--- config.mk ---
export PLATFORM = sky130hd
export DESIGN_NAME = stb_gen_ctrl
export DESIGN_NICKNAME = d
export VERILOG_FILES = /design/src/rtl/stb_gen_ctrl.sv
export SDC_FILE = /design/constraint.sdc
export NUM_CORES = 1
export LEC_CHECK = 0
export CORE_MARGIN = 5
export CORE_UTILIZATION = 63
export CTS_CLUSTER_DIAMETER = 60
export DETAILED_ROUTE_END_ITERATION = 16
export GPL_ROUTABILITY_DRIVEN = 0
export PLACE_DENSITY = 0.88
export SYNTH_ARGS = -nofsm -noshare
export SYNTH_HDL_FRONTEND = slang
export SYNTH_SLANG_ARGS = --single-unit
--- constraint.sdc ---
create_clock -name clk_i -period 7.86 [get_ports clk_i]
set_input_delay 1.179 -clock clk_i [delete_from_list [all_inputs] [get_ports clk_i]]
set_output_delay 1.179 -clock clk_i [all_outputs]
set_load 0.005 [all_outputs]
--- src/rtl/stb_gen_ctrl.sv ---
// stb_gen_ctrl: acquisition sequencer for one stb_gen instance.
// Resets stb_gen, runs period detection, confirms strobe lock by interval
// timing, retries on error/timeout/lock loss and reports status.
module stb_gen_ctrl #(
  parameter int unsigned T_CNT_WIDTH = 32,
  parameter int unsigned RST_CYC     = 4,
  parameter int unsigned DET_TMO     = 2**22,
  parameter int unsigned MAX_RETRY   = 3,
  parameter int unsigned N_CONFIRM   = 2,
  parameter int unsigned TOL         = 4
) (
  input  logic                   clk_i,
  input  logic                   arst_ni,
  input  logic                   start_i,
  input  logic                   abort_i,
  output logic                   stb_arst_o,
  output logic                   stb_run_det_o,
  output logic                   stb_oe_o,
  input  logic                   stb_rdy_i,
  input  logic                   stb_err_i,
  input  logic [T_CNT_WIDTH-1:0] stb_period_i,
  input  logic                   stb_i,
  output logic                   busy_o,
  output logic                   lock_o,
  output logic                   fail_o,
  output logic [T_CNT_WIDTH-1:0] period_o,
  output logic [1:0]             retry_cnt_o
);

  localparam int unsigned CW = T_CNT_WIDTH + 1;
  localparam int unsigned PW = $clog2(N_CONFIRM + 1);

  typedef enum logic [2:0] {
    S_IDLE, S_RST, S_DETECT, S_CONFIRM, S_LOCKED, S_FAIL
  } state_e;

  state_e                 state_q, state_d;
  logic [CW-1:0]          cnt_q, cnt_d;
  logic [PW-1:0]          pass_q, pass_d;
  logic                   armed_q, armed_d;
  logic                   stb_prev_q, stb_prev_d;
  logic [1:0]             retry_q, retry_d;
  logic [T_CNT_WIDTH-1:0] period_q, period_d;
  logic                   fail_q, fail_d;
  logic                   arst_q, arst_d;
  logic                   run_det_q, run_det_d;
  logic                   oe_q, oe_d;
  logic                   busy_q, busy_d;
  logic                   lock_q, lock_d;

  logic [CW-1:0] cnt_inc;
  logic [CW-1:0] period_x2;
  logic [CW-1:0] tol_lo;
  logic [CW-1:0] tol_hi;
  logic          stb_edge;
  logic          in_tol;
  logic          retry_ev;

  // Shared counter helpers: saturating increment, watchdog limit, tolerance window
  always_comb begin
    cnt_inc   = (cnt_q == {CW{1'b1}}) ? cnt_q : cnt_q + CW'(1);
    period_x2 = {period_q, 1'b0};
    tol_lo    = CW'(period_q) - CW'(TOL);
    tol_hi    = CW'(period_q) + CW'(TOL);
    in_tol    = (cnt_q >= tol_lo) && (cnt_q <= tol_hi);
    stb_edge  = stb_i && !stb_prev_q;
    stb_prev_d = stb_i;
  end

  // Next-state, counters and next registered output values
  always_comb begin
    state_d  = state_q;
    cnt_d    = cnt_inc;
    pass_d   = pass_q;
    armed_d  = armed_q;
    retry_d  = retry_q;
    period_d = period_q;
    fail_d   = fail_q;
    retry_ev = 1'b0;

    unique case (state_q)
      S_IDLE, S_FAIL: begin
        if (start_i && !abort_i) begin
          state_d  = S_RST;
          cnt_d    = '0;
          retry_d  = '0;
          fail_d   = 1'b0;
          period_d = '0;
        end
      end
      S_RST: begin
        if (cnt_q >= CW'(RST_CYC - 1)) begin
          state_d = S_DETECT;
          cnt_d   = '0;
        end
      end
      S_DETECT: begin
        if (stb_err_i) begin
          retry_ev = 1'b1;
        end else if (stb_rdy_i) begin
          if (CW'(stb_period_i) > CW'(2 * TOL)) begin
            period_d = stb_period_i;
            state_d  = S_CONFIRM;
            cnt_d    = '0;
            armed_d  = 1'b0;
            pass_d   = '0;
          end else begin
            retry_ev = 1'b1;
          end
        end else if (cnt_q >= CW'(DET_TMO - 1)) begin
          retry_ev = 1'b1;
        end
      end
      S_CONFIRM, S_LOCKED: begin
        if (stb_edge) begin
          cnt_d = CW'(1);
          if (!armed_q) begin
            armed_d = 1'b1;
          end else if (!in_tol) begin
            retry_ev = 1'b1;
          end else if (state_q == S_CONFIRM) begin
            if (pass_q == PW'(N_CONFIRM - 1)) state_d = S_LOCKED;
            else                              pass_d  = pass_q + PW'(1);
          end
        end else if (cnt_q > period_x2) begin
          retry_ev = 1'b1;
        end
      end
      default: state_d = S_IDLE;
    endcase

    if (retry_ev) begin
      if (retry_q < 2'(MAX_RETRY)) begin
        retry_d = retry_q + 2'd1;
        state_d = S_RST;
        cnt_d   = '0;
      end else begin
        state_d = S_FAIL;
      end
    end

    if (abort_i) state_d = S_IDLE;

    if (state_d == S_FAIL) fail_d = 1'b1;

    arst_d    = (state_d == S_IDLE) || (state_d == S_RST) || (state_d == S_FAIL);
    run_det_d = arst_d;
    oe_d      = (state_d == S_CONFIRM) || (state_d == S_LOCKED);
    busy_d    = (state_d == S_RST) || (state_d == S_DETECT) || (state_d == S_CONFIRM);
    lock_d    = (state_d == S_LOCKED);
  end

  // State, counters and registered outputs
  always_ff @(posedge clk_i or negedge arst_ni) begin
    if (!arst_ni) begin
      state_q    <= S_IDLE;
      cnt_q      <= '0;
      pass_q     <= '0;
      armed_q    <= 1'b0;
      stb_prev_q <= 1'b0;
      retry_q    <= '0;
      period_q   <= '0;
      fail_q     <= 1'b0;
      arst_q     <= 1'b1;
      run_det_q  <= 1'b1;
      oe_q       <= 1'b0;
      busy_q     <= 1'b0;
      lock_q     <= 1'b0;
    end else begin
      state_q    <= state_d;
      cnt_q      <= cnt_d;
      pass_q     <= pass_d;
      armed_q    <= armed_d;
      stb_prev_q <= stb_prev_d;
      retry_q    <= retry_d;
      period_q   <= period_d;
      fail_q     <= fail_d;
      arst_q     <= arst_d;
      run_det_q  <= run_det_d;
      oe_q       <= oe_d;
      busy_q     <= busy_d;
      lock_q     <= lock_d;
    end
  end

  assign stb_arst_o    = arst_q;
  assign stb_run_det_o = run_det_q;
  assign stb_oe_o      = oe_q;
  assign busy_o        = busy_q;
  assign lock_o        = lock_q;
  assign fail_o        = fail_q;
  assign period_o      = period_q;
  assign retry_cnt_o   = retry_q;

endmodule

==> results of run 1 <==
==> layout make-up <==
class | instances | share of cell area [%]
Tap cell | 140 | 2.12
Inverter | 46 | 2.09
Sequential cell | 79 | 23.9
Clock inverter | 7 | 1.03
Multi-Input combinational cell | 701 | 58.2
Timing Repair Buffer | 83 | 9.88
Clock buffer | 9 | 2.73
==> sequential cells by signal, summed over array words and instances (netlist names) <==
register / count
fail_o: 1
cnt_q: 33
lock_o: 1
state_q: 3
stb_run_det_o: 1
stb_oe_o: 1
busy_o: 1
pass_q: 2
period_o: 32
stb_prev_q: 1
armed_q: 1
retry_cnt_o: 2
==> cells by family after synthesis <==
family,after synthesis,synth area share [%]
AND/OR/NAND/NOR,363,25.0
AO/OA/AOI/OAI,147,13.9
adder cells (fa/ha/maj),100,17.7
XOR/XNOR,87,10.8
flip-flops,79,28.0
buffers and inverters,73,4.05
multiplexers,4,0.584
==> how the worst max path moves through the flow <==
stage	start	cells past startpoint	slack, ns	end
4_1_cts	period_o[4]$_DFFE_PN0P_	19	2.88	stb_oe_o$_DFF_PN0_
2_1_floorplan	period_o[4]$_DFFE_PN0P_	17	3.55	stb_oe_o$_DFF_PN0_
5_1_grt	period_o[4]$_DFFE_PN0P_	19	2.28	stb_oe_o$_DFF_PN0_
6_report	period_o[4]$_DFFE_PN0P_	19	2.80	stb_oe_o$_DFF_PN0_
3_3_place_gp	period_o[4]$_DFFE_PN0P_	19	3.00	stb_oe_o$_DFF_PN0_
3_5_place_dp	period_o[4]$_DFFE_PN0P_	19	2.91	stb_oe_o$_DFF_PN0_
==> worst register-to-register path, cell delays in order (launching register included) <==
cell and delay [ns]:
dfrtp_1 0.49, nor3_2 0.33, nand4_1 0.20, nor3_1 0.28
nand2_1 0.18, nor2b_1 0.23, and2_1 0.25, nand3_1 0.13
nor4_1 0.25, xnor2_1 0.11, ha_1 0.19, a21oi_1 0.28
o211ai_1 0.15, a211oi_1 0.23, a32oi_1 0.16, a311oi_1 0.33
nand2_1 0.11, a31oi_1 0.55, a211oi_2 0.17, mux2_2 0.31
==> metal layers <==
layer  vias up  share of wire [%]
li1       3185                  -
met1      3188                 42
met2       281                 46
met3        52                8.3
met4         0                3.4
met5         -                  0
==> cell usage after synthesis (7+ instances only) <==
cell | n | area, sq um
nand3_1 | 39 | 195
inv_1 | 44 | 165
nand4_1 | 34 | 213
dfrtp_1 | 78 | 1950
clkbuf_1 | 19 | 71.3
ha_1 | 100 | 1250
o211ai_1 | 7 | 52.6
a21o_1 | 17 | 128
a21oi_1 | 32 | 160
and3_1 | 14 | 87.6
nor4_1 | 23 | 144
xnor2_1 | 68 | 596
nand2_1 | 126 | 473
xor2_1 | 19 | 166
nor2_1 | 63 | 236
nor3_1 | 24 | 120
a211oi_1 | 9 | 67.6
o21ai_0 | 47 | 235
==> through the flow <==
step / setup WS [ns] / hold slack [ns]
floorplan: 3.55 / 0.453
global placement: 3.00 / 0.483
detailed placement: 2.91 / 0.496
CTS: 2.88 / 0.511
global route: 2.28 / 0.522
finish: 2.80 / 0.504
==> where the power goes <==
group	internal (mW)	switching, mW	leakage [nW]
sequential	0.482	0.157	1.08
combinational	0.891	1.07	2.46
clock	0.253	0.190	0.153
total	1.63	1.42	3.69
==> impl_metrics.tcl, run 1 <==
set metrics [dict create \
    cts_tree "built" \
    p_leak_nw 3.69 \
    p_per_area_mw_per_mm2 369 \
    wirelength_mm 19.6 \
    path_common_cell "nand2_1" \
    grt_pass1_wl_mm 32.5 \
    cp_slowest_cell "a31oi_1" \
    ant_nets 0 \
    vias 6706 \
    fin_crit_ns 5.06 \
    dieArea_sq_mm 0.0134 \
    path_cells "nor3_2 -> nand4_1 -> nor3_1 -> nand2_1 -> nor2b_1 -> and2_1 -> nand3_1 -> nor4_1 -> xnor2_1 -> ha_1 -> a21oi_1 -> o211ai_1 -> a211oi_1 -> a32oi_1 -> a311oi_1 -> nand2_1 -> a31oi_1 -> a211oi_2 -> mux2_2" \
    min_path_cells 1 \
    rsz0062_at_grt "false" \
    worstPathMaxFanout 9 \
    cts_buffers 9 \
    critPathTopFamily "simple AND/OR/NAND/NOR gates" \
    use_met2_pct 48.4 \
    core_area_sq_mm 0.0109 \
    fin_cells 1065 \
    holdCritStartpoint "pass_q[0]$_DFFE_PN0P_" \
    fp.dieW_microns 116 \
    syn_to_final_growth_pct 16.9 \
    ys_types 69 \
    post-cts-setup-buffer-count 0 \
    antenna_found_initial 0 \
    layout_common_cells "126 x nand2_1, 100 x ha_1, 78 x dfrtp_1" \
    p_total_mw 3.05 \
    synth-main-ff-cell "dfrtp_1" \
    async_reset_ff_share_pct 100 \
    antenna_cells 0 \
    port_buffers 78 \
    final_nets 1059 \
    synth-seq-area-share_pct 28.0 \
    worst-path-buf-inv 0 \
    start_util_pct 64.6 \
    busiest_layer "met2" \
    avgRoutedWirePerCell_microns 18.4 \
    synth-edff-count 0 \
    clock_skew_ns 0.00853 \
    route.detailed.drc 0 \
    slew_violations 0 \
    r2r-end "stb_oe_o$_DFF_PN0_" \
    synth_nets 992 \
    grt_pass1_vias 6665 \
    gr-usage-met1_pct 40.6 \
    end_kind "flop" \
    die_h_microns 116 \
    hp-class "flop to flop" \
    clk_latency_ns 0.36 \
    final_util_pct 75.5 \
    worstHoldEndpoint "pass_q[0]$_DFFE_PN0P_" \
    finalSetupTns_ns 0 \
    period_share_pct 64.3 \
    syn_inst 853 \
    final_cell_area_sq_mm 0.00826 \
    placed_area_sq_mm 0.00795 \
    dp.cells 1049 \
    seq_area_sq_mm 0.00198 \
    worstPathRequired_ns 8.10 \
    slew_headroom_pct 32.9 \
    drive_gt1_share_pct 4.76 \
    clockBufferDepth 2 \
    r2r_cells 19 \
    syn-cell-area_sq_mm 0.00707 \
    hold_viol 0 \
    dp_hpwl_mm 15.0 \
    maxCapViolations 0 \
    status "finished, final reports clean" \
    grt_overflow 0 \
    ys_seq_elements 79 \
    cts_sinks 79 \
    cpPeakStageDelay_ns 0.55 \
    setup_violations 0 \
    arrival_ns 5.30 \
    cts_resized 0 \
    root_buffer "clkbuf_16" \
    fmax_mhz 198 \
    multiInputGateArea_sq_mm 0.00481 \
    syn_area_per_cell_sq_um 8.29 \
    r2r_start "period_o[4]$_DFFE_PN0P_" \
    path_class "flop to flop" \
    fillers 793 \
    track_usage_pct 30.7 \
    yosys_warnings 0 \
    ctsHoldBuffers 0 \
    grt.met3_usage_pct 7.47 \
    ff2ff_setup_slack_ns 2.80 \
    final_common_cell "nand2_1" \
    drtPass1Iterations 5 \
    startpoint_type "flop" \
    vdd_drop_max_uv 245 \
    top_level_ports 79 \
    cts.reportedPaths.clkPinSlew_ns 0.07 \
    row_count 38 \
    tightest_slew_ns 1.01 \
    drt-initial-drc-count 639 \
    via_per_inst 6.30 \
    cts-htree-levels 3 \
    grt_start_max_net_pins 80 \
]
(Power assumes the default switching activity.)
==> run 2: changes to the inputs <==
--- a/config.mk
+++ b/config.mk
@@ -6,11 +6,11 @@
 export NUM_CORES = 1
 export LEC_CHECK = 0
 export CORE_MARGIN = 5
-export CORE_UTILIZATION = 63
+export CORE_UTILIZATION = 58
 export CTS_CLUSTER_DIAMETER = 60
 export DETAILED_ROUTE_END_ITERATION = 16
 export GPL_ROUTABILITY_DRIVEN = 0
-export PLACE_DENSITY = 0.88
+export PLACE_DENSITY = 0.82
 export SYNTH_ARGS = -nofsm -noshare
 export SYNTH_HDL_FRONTEND = slang
 export SYNTH_SLANG_ARGS = --single-unit
==> constraint.sdc (replaced) <==
create_clock -name clk_i -period 4.73 [get_ports clk_i]
set_input_delay 0.7095 -clock clk_i [delete_from_list [all_inputs] [get_ports clk_i]]
set_output_delay 0.7095 -clock clk_i [all_outputs]
set_load 0.005 [all_outputs]
==> impl_metrics.tcl, run 2 (synthesis gave the netlist of run 1 again) <==
set metrics [dict create \
    endpoint "fail_o$_DFFE_PN0P_" \
    grt_start_max_net_pins 80 \
    busiest_layer "met2" \
    fillers 927 \
    cts-htree-levels 3 \
    end_kind "flop" \
    largest_reg_flops 33 \
    wirelength_mm 19.8 \
    grt_pass1_wl_mm 32.2 \
    root_buffer "clkbuf_16" \
    p_leak_nw 3.80 \
    dp_hpwl_mm 15.4 \
    setup_ws_ns 0.288 \
    core_area_sq_mm 0.0120 \
    status "finished, final reports clean" \
    r2r_start "period_o[9]$_DFFE_PN0P_" \
    holdWs_ns 0.516 \
    route.detailed.drc 0 \
    row_count 40 \
    final_nets 1076 \
    fin_cells 1089 \
    slew_violations 0 \
    ant_nets 0 \
    placed_area_sq_mm 0.00810 \
    final_cell_area_sq_mm 0.00848 \
    final_common_cell "nand2_1" \
    vias 6666 \
    r2r-end "fail_o$_DFFE_PN0P_" \
    drtPass1Iterations 7 \
    track_usage_pct 27.6 \
    drive_gt1_share_pct 7.64 \
    vdd_drop_max_uv 403 \
    cts_tree "built" \
    antenna_cells 0 \
    top_register "cnt_q" \
    p_per_area_mw_per_mm2 621 \
    port_buffers 78 \
    worstPathMaxFanout 5 \
    layout_common_cells "126 x nand2_1, 100 x ha_1, 78 x dfrtp_1" \
    cts.reportedPaths.clkPinSlew_ns 0.06 \
    ctsHoldBuffers 0 \
    fmax_mhz 225 \
    dp.cells 1073 \
    slew_headroom_pct 32.0 \
    hold_viol 0 \
    clockBufferDepth 2 \
    cts_sinks 79 \
    clk_latency_ns 0.34 \
    path_class "flop to flop" \
    dieArea_sq_mm 0.0145 \
    setup_violations 0 \
    final_util_pct 70.9 \
    place_ws_ns 0.205 \
    post-cts-setup-buffer-count 0 \
    grt_overflow 0 \
    crit_path_start "period_o[9]$_DFFE_PN0P_" \
    avgRoutedWirePerCell_microns 18.2 \
    die_h_microns 120 \
    grt.met3_usage_pct 3.70 \
    grt_pass1_vias 6428 \
    hp-class "flop to flop" \
    startpoint_type "flop" \
    period_share_pct 93.9 \
    drt-initial-drc-count 675 \
    ff2ff_setup_slack_ns 0.29 \
    clock_skew_ns 0.00467 \
    cts_resized 0 \
    syn_to_final_growth_pct 20.0 \
    antenna_found_initial 0 \
    cts_buffers 9 \
    top_level_ports 79 \
    maxCapViolations 0 \
    arrival_ns 4.67 \
    r2r_cells 18 \
    use_met2_pct 43.9 \
    fp.dieW_microns 120 \
    start_util_pct 59.1 \
    via_per_inst 6.12 \
    gr-usage-met1_pct 39.0 \
    tightest_slew_ns 1.02 \
    worstPathRequired_ns 4.96 \
    fin_crit_ns 4.44 \
]
-- run 2: metal layers --
| metal | part of all wire, % | vias to the layer above |
|---|---|---|
| met5 | 0 | - |
| met4 | 2.3 | 0 |
| met3 | 7.1 | 33 |
| met2 | 46 | 253 |
| met1 | 45 | 3154 |
| li1 | - | 3226 |
-- run 2: worst min-delay path by stage --
stage | startpoint | end | cells past startpoint
after floorplan | arst_ni | armed_q$_DFFE_PN0P_ | 0
after global placement | pass_q[0]$_DFFE_PN0P_ | pass_q[0]$_DFFE_PN0P_ | 1
after detailed placement | pass_q[0]$_DFFE_PN0P_ | pass_q[0]$_DFFE_PN0P_ | 1
after CTS | pass_q[0]$_DFFE_PN0P_ | pass_q[0]$_DFFE_PN0P_ | 1
after global routing | pass_q[0]$_DFFE_PN0P_ | pass_q[0]$_DFFE_PN0P_ | 1
final | pass_q[0]$_DFFE_PN0P_ | pass_q[0]$_DFFE_PN0P_ | 1
-- run 2: final cells by class --
| cell class | count | area, sq um | area share [%] |
|---|---|---|---|
| tap | 147 | 184 | 2.17 |
| multi-input combinational | 701 | 4880 | 57.5 |
| inverter | 46 | 173 | 2.04 |
| sequential | 79 | 1980 | 23.3 |
| clock buffer | 11 | 253 | 2.98 |
| clock inverter | 5 | 56.3 | 0.664 |
| timing repair buffer | 100 | 956 | 11.3 |
-- run 2: where the power goes --
| part | internal [mW] | leakage [nW] | total (mW) | switching [mW] |
|---|---|---|---|---|
| clock network | 0.436 | 0.152 | 0.710 | 0.274 |
| logic | 1.61 | 2.56 | 3.54 | 1.93 |
| registers | 0.802 | 1.08 | 1.02 | 0.216 |
-- run 2: critical path, cell delays in order (launching register included) --
cell,delay [ns]
dfrtp_1,0.34
inv_1,0.11
or4_1,0.57
nor2_1,0.20
and3_1,0.27
and2b_1,0.20
and2_1,0.20
nand3_1,0.12
xnor2_1,0.17
ha_1,0.30
a21o_1,0.18
a21o_1,0.16
a21oi_1,0.15
o31ai_1,0.14
o21ai_1,0.15
and2b_4,0.21
o21ai_2,0.08
or4_1,0.53
a32o_1,0.26
-- run 2: per-stage QoR --
stage	total power, mW	TNS [ns]
detailed placement	4.42	0
floorplan	3.38	0
CTS	5.15	0
finish	5.26	0
global route	5.73	-0.0240
global placement	4.34	0
==> run 3: changes to the inputs <==
--- a/config.mk
+++ b/config.mk
@@ -11,6 +11,7 @@
 export DETAILED_ROUTE_END_ITERATION = 16
 export GPL_ROUTABILITY_DRIVEN = 0
 export PLACE_DENSITY = 0.82
+export SLEW_MARGIN = 20
 export SYNTH_ARGS = -nofsm -noshare
 export SYNTH_HDL_FRONTEND = slang
 export SYNTH_SLANG_ARGS = --single-unit
==> impl_metrics.tcl, run 3 (synthesis gave the netlist of run 1 again) <==
set metrics [dict create \
    vias 6682 \
    drive_gt1_share_pct 7.64 \
    grt_pass1_wl_mm 32.2 \
    worstPathRequired_ns 4.96 \
    use_met2_pct 43.9 \
    cp_slowest_cell "or4_1" \
    fillers 925 \
    cpPeakStageDelay_ns 0.56 \
    startpoint_type "flop" \
    avgRoutedWirePerCell_microns 18.2 \
    syn_to_final_growth_pct 20.0 \
    dp_hpwl_mm 15.4 \
    multiInputGateArea_sq_mm 0.00488 \
    cts_buffers 9 \
    setup_ws_ns 0.292 \
    grt.met3_usage_pct 3.70 \
    clk_latency_ns 0.34 \
    cts-htree-levels 3 \
    busiest_layer "met2" \
    place_ws_ns 0.205 \
    drt-initial-drc-count 572 \
    hold_viol 0 \
    start_util_pct 59.1 \
    largest_reg_flops 33 \
    p_per_area_mw_per_mm2 622 \
    ff2ff_setup_slack_ns 0.29 \
    worstPathMaxFanout 5 \
    arrival_ns 4.67 \
    crit_path_start "period_o[9]$_DFFE_PN0P_" \
    final_common_cell "nand2_1" \
    fmax_mhz 225 \
    ctsHoldBuffers 0 \
    via_per_inst 6.14 \
    seq_area_sq_mm 0.00198 \
    r2r_start "period_o[9]$_DFFE_PN0P_" \
    antenna_found_initial 0 \
    core_area_sq_mm 0.0120 \
    path_class "flop to flop" \
    r2r_cells 18 \
    setup_violations 0 \
    row_count 40 \
    route.detailed.drc 0 \
    path_cells "inv_1 -> or4_1 -> nor2_1 -> and3_1 -> and2b_1 -> and2_1 -> nand3_1 -> xnor2_1 -> ha_1 -> a21o_1 -> a21o_1 -> a21oi_1 -> o31ai_1 -> o21ai_1 -> and2b_4 -> o21ai_2 -> or4_1 -> a32o_1" \
    dieArea_sq_mm 0.0145 \
    cts_resized 0 \
    r2r-end "fail_o$_DFFE_PN0P_" \
    hp-class "input pin to async pin" \
    track_usage_pct 27.6 \
    wirelength_mm 19.8 \
    grt_start_max_net_pins 80 \
    root_buffer "clkbuf_16" \
    gr-usage-met1_pct 39.0 \
    final_util_pct 70.9 \
    grt_overflow 0 \
    antenna_cells 0 \
    layout_common_cells "126 x nand2_1, 100 x ha_1, 78 x dfrtp_1" \
    post-cts-setup-buffer-count 0 \
    tightest_slew_ns 0.741 \
    final_nets 1076 \
    fp.dieW_microns 120 \
    endpoint "fail_o$_DFFE_PN0P_" \
    slew_headroom_pct 50.6 \
    slew_violations 0 \
    top_level_ports 79 \
    port_buffers 78 \
    clock_skew_ns 0.00553 \
    fin_crit_ns 4.44 \
    grt_pass1_vias 6428 \
    maxCapViolations 0 \
    p_leak_nw 3.80 \
    drtPass1Iterations 5 \
    ant_nets 0 \
    cts_tree "built" \
    vdd_drop_max_uv 404 \
    cts.reportedPaths.clkPinSlew_ns 0.06 \
    clockBufferDepth 2 \
    cts_sinks 79 \
    top_register "cnt_q" \
    end_kind "flop" \
    die_h_microns 120 \
    period_share_pct 93.8 \
    status "finished, final reports clean" \
]
[run 3: cell counts in the layout (fill, tap and decap cells not counted)]
No cell type changed its count.
[run 3: worst max-delay path: cells and delay by family, from the launching register on]
family / cells / cell delay (ns)
adder cells (fa/ha/maj): 1 / 0.30
AND/OR/NAND/NOR: 8 / 2.27
flip-flops: 1 / 0.34
buffers and inverters: 1 / 0.11
AO/OA/AOI/OAI: 7 / 1.12
XOR/XNOR: 1 / 0.17
[run 3: routing by layer]
metal,share of wire [%],up-vias
met4,2.3,0
li1,-,3228
met5,0,-
met2,46,269
met1,45,3151
met3,7.2,34
[run 3: how the worst min path moves through the flow]
stage               slack, ns               endpoint                  start  depth (start not counted)
floorplan                0.41    armed_q$_DFFE_PN0P_                arst_ni                          0
global placement         0.47  pass_q[0]$_DFFE_PN0P_  pass_q[0]$_DFFE_PN0P_                          1
detailed placement       0.50  pass_q[0]$_DFFE_PN0P_  pass_q[0]$_DFFE_PN0P_                          1
CTS                      0.51  pass_q[0]$_DFFE_PN0P_  pass_q[0]$_DFFE_PN0P_                          1
global route             0.48    cnt_q[11]$_DFF_PN0_                arst_ni                          1
finish                   0.36    cnt_q[11]$_DFF_PN0_                arst_ni                          1
[run 3: through the flow]
step	power (mW)	TNS [ns]	instance area (sq um)	std cells	hold WS, ns
finish	5.28	0	8480	1089	0.362
global route	5.73	-0.0240	8480	1089	0.478
CTS	5.15	0	8410	1089	0.511
detailed placement	4.42	0	8100	1073	0.499
global placement	4.34	0	8100	1073	0.473
floorplan	3.38	0	7070	853	0.414
[run 3: layout make-up]
class	count	share of cell area [%]
Clock buffer	11	2.98
Clock inverter	5	0.664
Inverter	46	2.04
Multi-Input combinational cell	701	57.5
Sequential cell	79	23.3
Tap cell	147	2.17
Timing Repair Buffer	100	11.3
[run 3: report_power, final]
part / total, mW / switching [mW] / internal, mW / leakage [nW]
Clock: 0.714 / 0.278 / 0.436 / 0.152
Combinational: 3.54 / 1.93 / 1.61 / 2.57
Sequential: 1.02 / 0.218 / 0.802 / 1.08
==> RTL change: new RTL, flow settings as in run 2 <==
The parameter `N_CONFIRM` goes from 2 to 1.
--- a/src/rtl/stb_gen_ctrl.sv
+++ b/src/rtl/stb_gen_ctrl.sv
@@ -6,7 +6,7 @@
   parameter int unsigned RST_CYC     = 4,
   parameter int unsigned DET_TMO     = 2**22,
   parameter int unsigned MAX_RETRY   = 3,
-  parameter int unsigned N_CONFIRM   = 2,
+  parameter int unsigned N_CONFIRM   = 1,
   parameter int unsigned TOL         = 4
 ) (
   input  logic                   clk_i,
Behaviour: no difference found for any inputs over 4 cycles, from zero or initial values and one cycle with arst_ni low; that may be too few to reach the edited logic, so the function may still have changed.
==> RTL change against run 2 <==
- largest power group unchanged
- first-iteration DRC count down 20%
- power down 3.8%
- clock skew up 0.0015 ns
- setup slack worse by 0.12 ns
- wire length down 0.36%
- sequential share of layout area down 0.40 points
- highest routed layer unchanged
- sequential cell count down 2
- design area down 0.77%
- synthesized area down 1.1%
==> RTL change: results (changes against run 2) <==
- CTS H-Tree Depth: 3 (unchanged)
- Layout Skew: 0.00617 ns (+0.00150 ns)
- Global-route wire length before repair: 32100 µm (-0.30%)
- # fillers: 945 (+1.9%)
- Synth area leaders: dfrtp_1 (27%), ha_1 (18%), xnor2_1 (8.8%)
- Switching Fraction: 0.456 (-0.00371)
- Drt first pass iters: 5 (-2)
- Initial antenna violation count: 0 (unchanged)
- Syn Inst Count: 858 (+0.59%)
- Synth unique cells: 64 (-7.2%)
- Worst Path Arrival: 4.80 ns (+0.13 ns)
- M1 GR Usage: 0.385 (-0.00509)
- CP max stage cell: or3b_2
- IO Port Bufs: 78 (unchanged)
- Wl on met1: 8810 µm (about the same)
- Hpwl dp: 15300 µm (-0.63%)
- R2r endpoint: stb_oe_o
- Metal3 WL: 1410 µm (+0.21%)
- Layout cells sized above 1: 0.0794 (+0.00298)
- Largest net degree at the start of global routing: 78 (-2.5%)
- Hold crit path type: in -> async
- Residual DRC count: 0 (unchanged)
- # diodes: 0 (unchanged)
- Met2 WL post-DR: 8990 µm (-1.5%)
- Nets@finish: 1090 (+1.3%)
- Met3 Use GR: 0.0575 (+0.0205)
- Tightest Pin Transition: 1.05 ns (+0.0322 ns)
- Syn_nets: 996 (+0.40%)
- Outcome: finished clean
- Peak VDD IR: 375 µV (-6.9%)
- Post-synthesis adder-cell area fraction: 0.177 (about the same)
- Total Routed Length: 19700 µm (-0.36%)
- LEAKAGE: 3.65 nW (-3.8%)
- Synth top cells by count: nand2_1 (117), ha_1 (99), nor2_1 (80)
- 1st-iter DRT viols: 540 (-20%)
- Setup CP Type: reg -> reg
- Worst R2R Setup Slack: 0.17 ns (-0.12 ns)
- Post-CTS setup buffers: 0 (unchanged)
- XOR/XNOR Fraction of Synth Area: 0.106 (-0.00133)
- Comb pwr: 0.00346 W (-2%)
- Ys async rst share: 1.00 (unchanged)
- Final setup fails: 0 (unchanged)
- Max stage delay on crit path: 0.48 ns (-0.09 ns)
- Wire length per cell: 17.9 µm (-1.7%)
- Clock Latency Late Sink: around 0.35 ns
- Gr usage total: 0.281 (+0.00437)
- Compound-gate portion of the synthesized area: 0.128 (-0.0107)
- Largest buffer count on any clock path: 2 (unchanged)
- Routed via count: 6756 (+1.4%)
- Mux cell area share after synthesis: 0.00286 (-0.00298)
- Post-synthesis sequential area ratio: 0.276 (-0.00410)
- Critical path launch point: period_o[6]
- Vias in the first global route: 6326 (-1.6%)
- P_seq: 0.000955 W (-6%)
- Grt met2 use: 0.437 (-0.00261)
## RTL change: area by class of cell
type	instances	share of cell area
Sequential cell	77	0.229
Clock inverter	6	0.00580
Timing Repair Buffer	114	0.126
Clock buffer	10	0.0272
Tap cell	147	0.0219
Multi-Input combinational cell	704	0.569
Inverter	46	0.0211
## RTL change: per-stage QoR
stage / TNS (ns) / area [µm²] / setup WS [ns] / total power, W / hold slack, ns
2_1_floorplan: 0 / 6990 / 0.216 / 0.00324 / 0.414
3_3_place_gp: 0 / 8100 / 0.135 / 0.00422 / 0.506
3_5_place_dp: 0 / 8100 / 0.0294 / 0.00431 / 0.511
4_1_cts: 0 / 8380 / 0.0301 / 0.00499 / 0.534
5_1_grt: -0.00125 / 8410 / -0.00125 / 0.00554 / 0.571
6_report: 0 / 8410 / 0.170 / 0.00507 / 0.520
## RTL change: cell families after synthesis
kind of cell / Yosys count
AOI/OAI and AO/OA: 148
xor gates and xnor gates: 85
adders and majority gates: 99
buffers and inverters: 77
DFF: 77
muxes: 2
and+or+nand+nor: 370
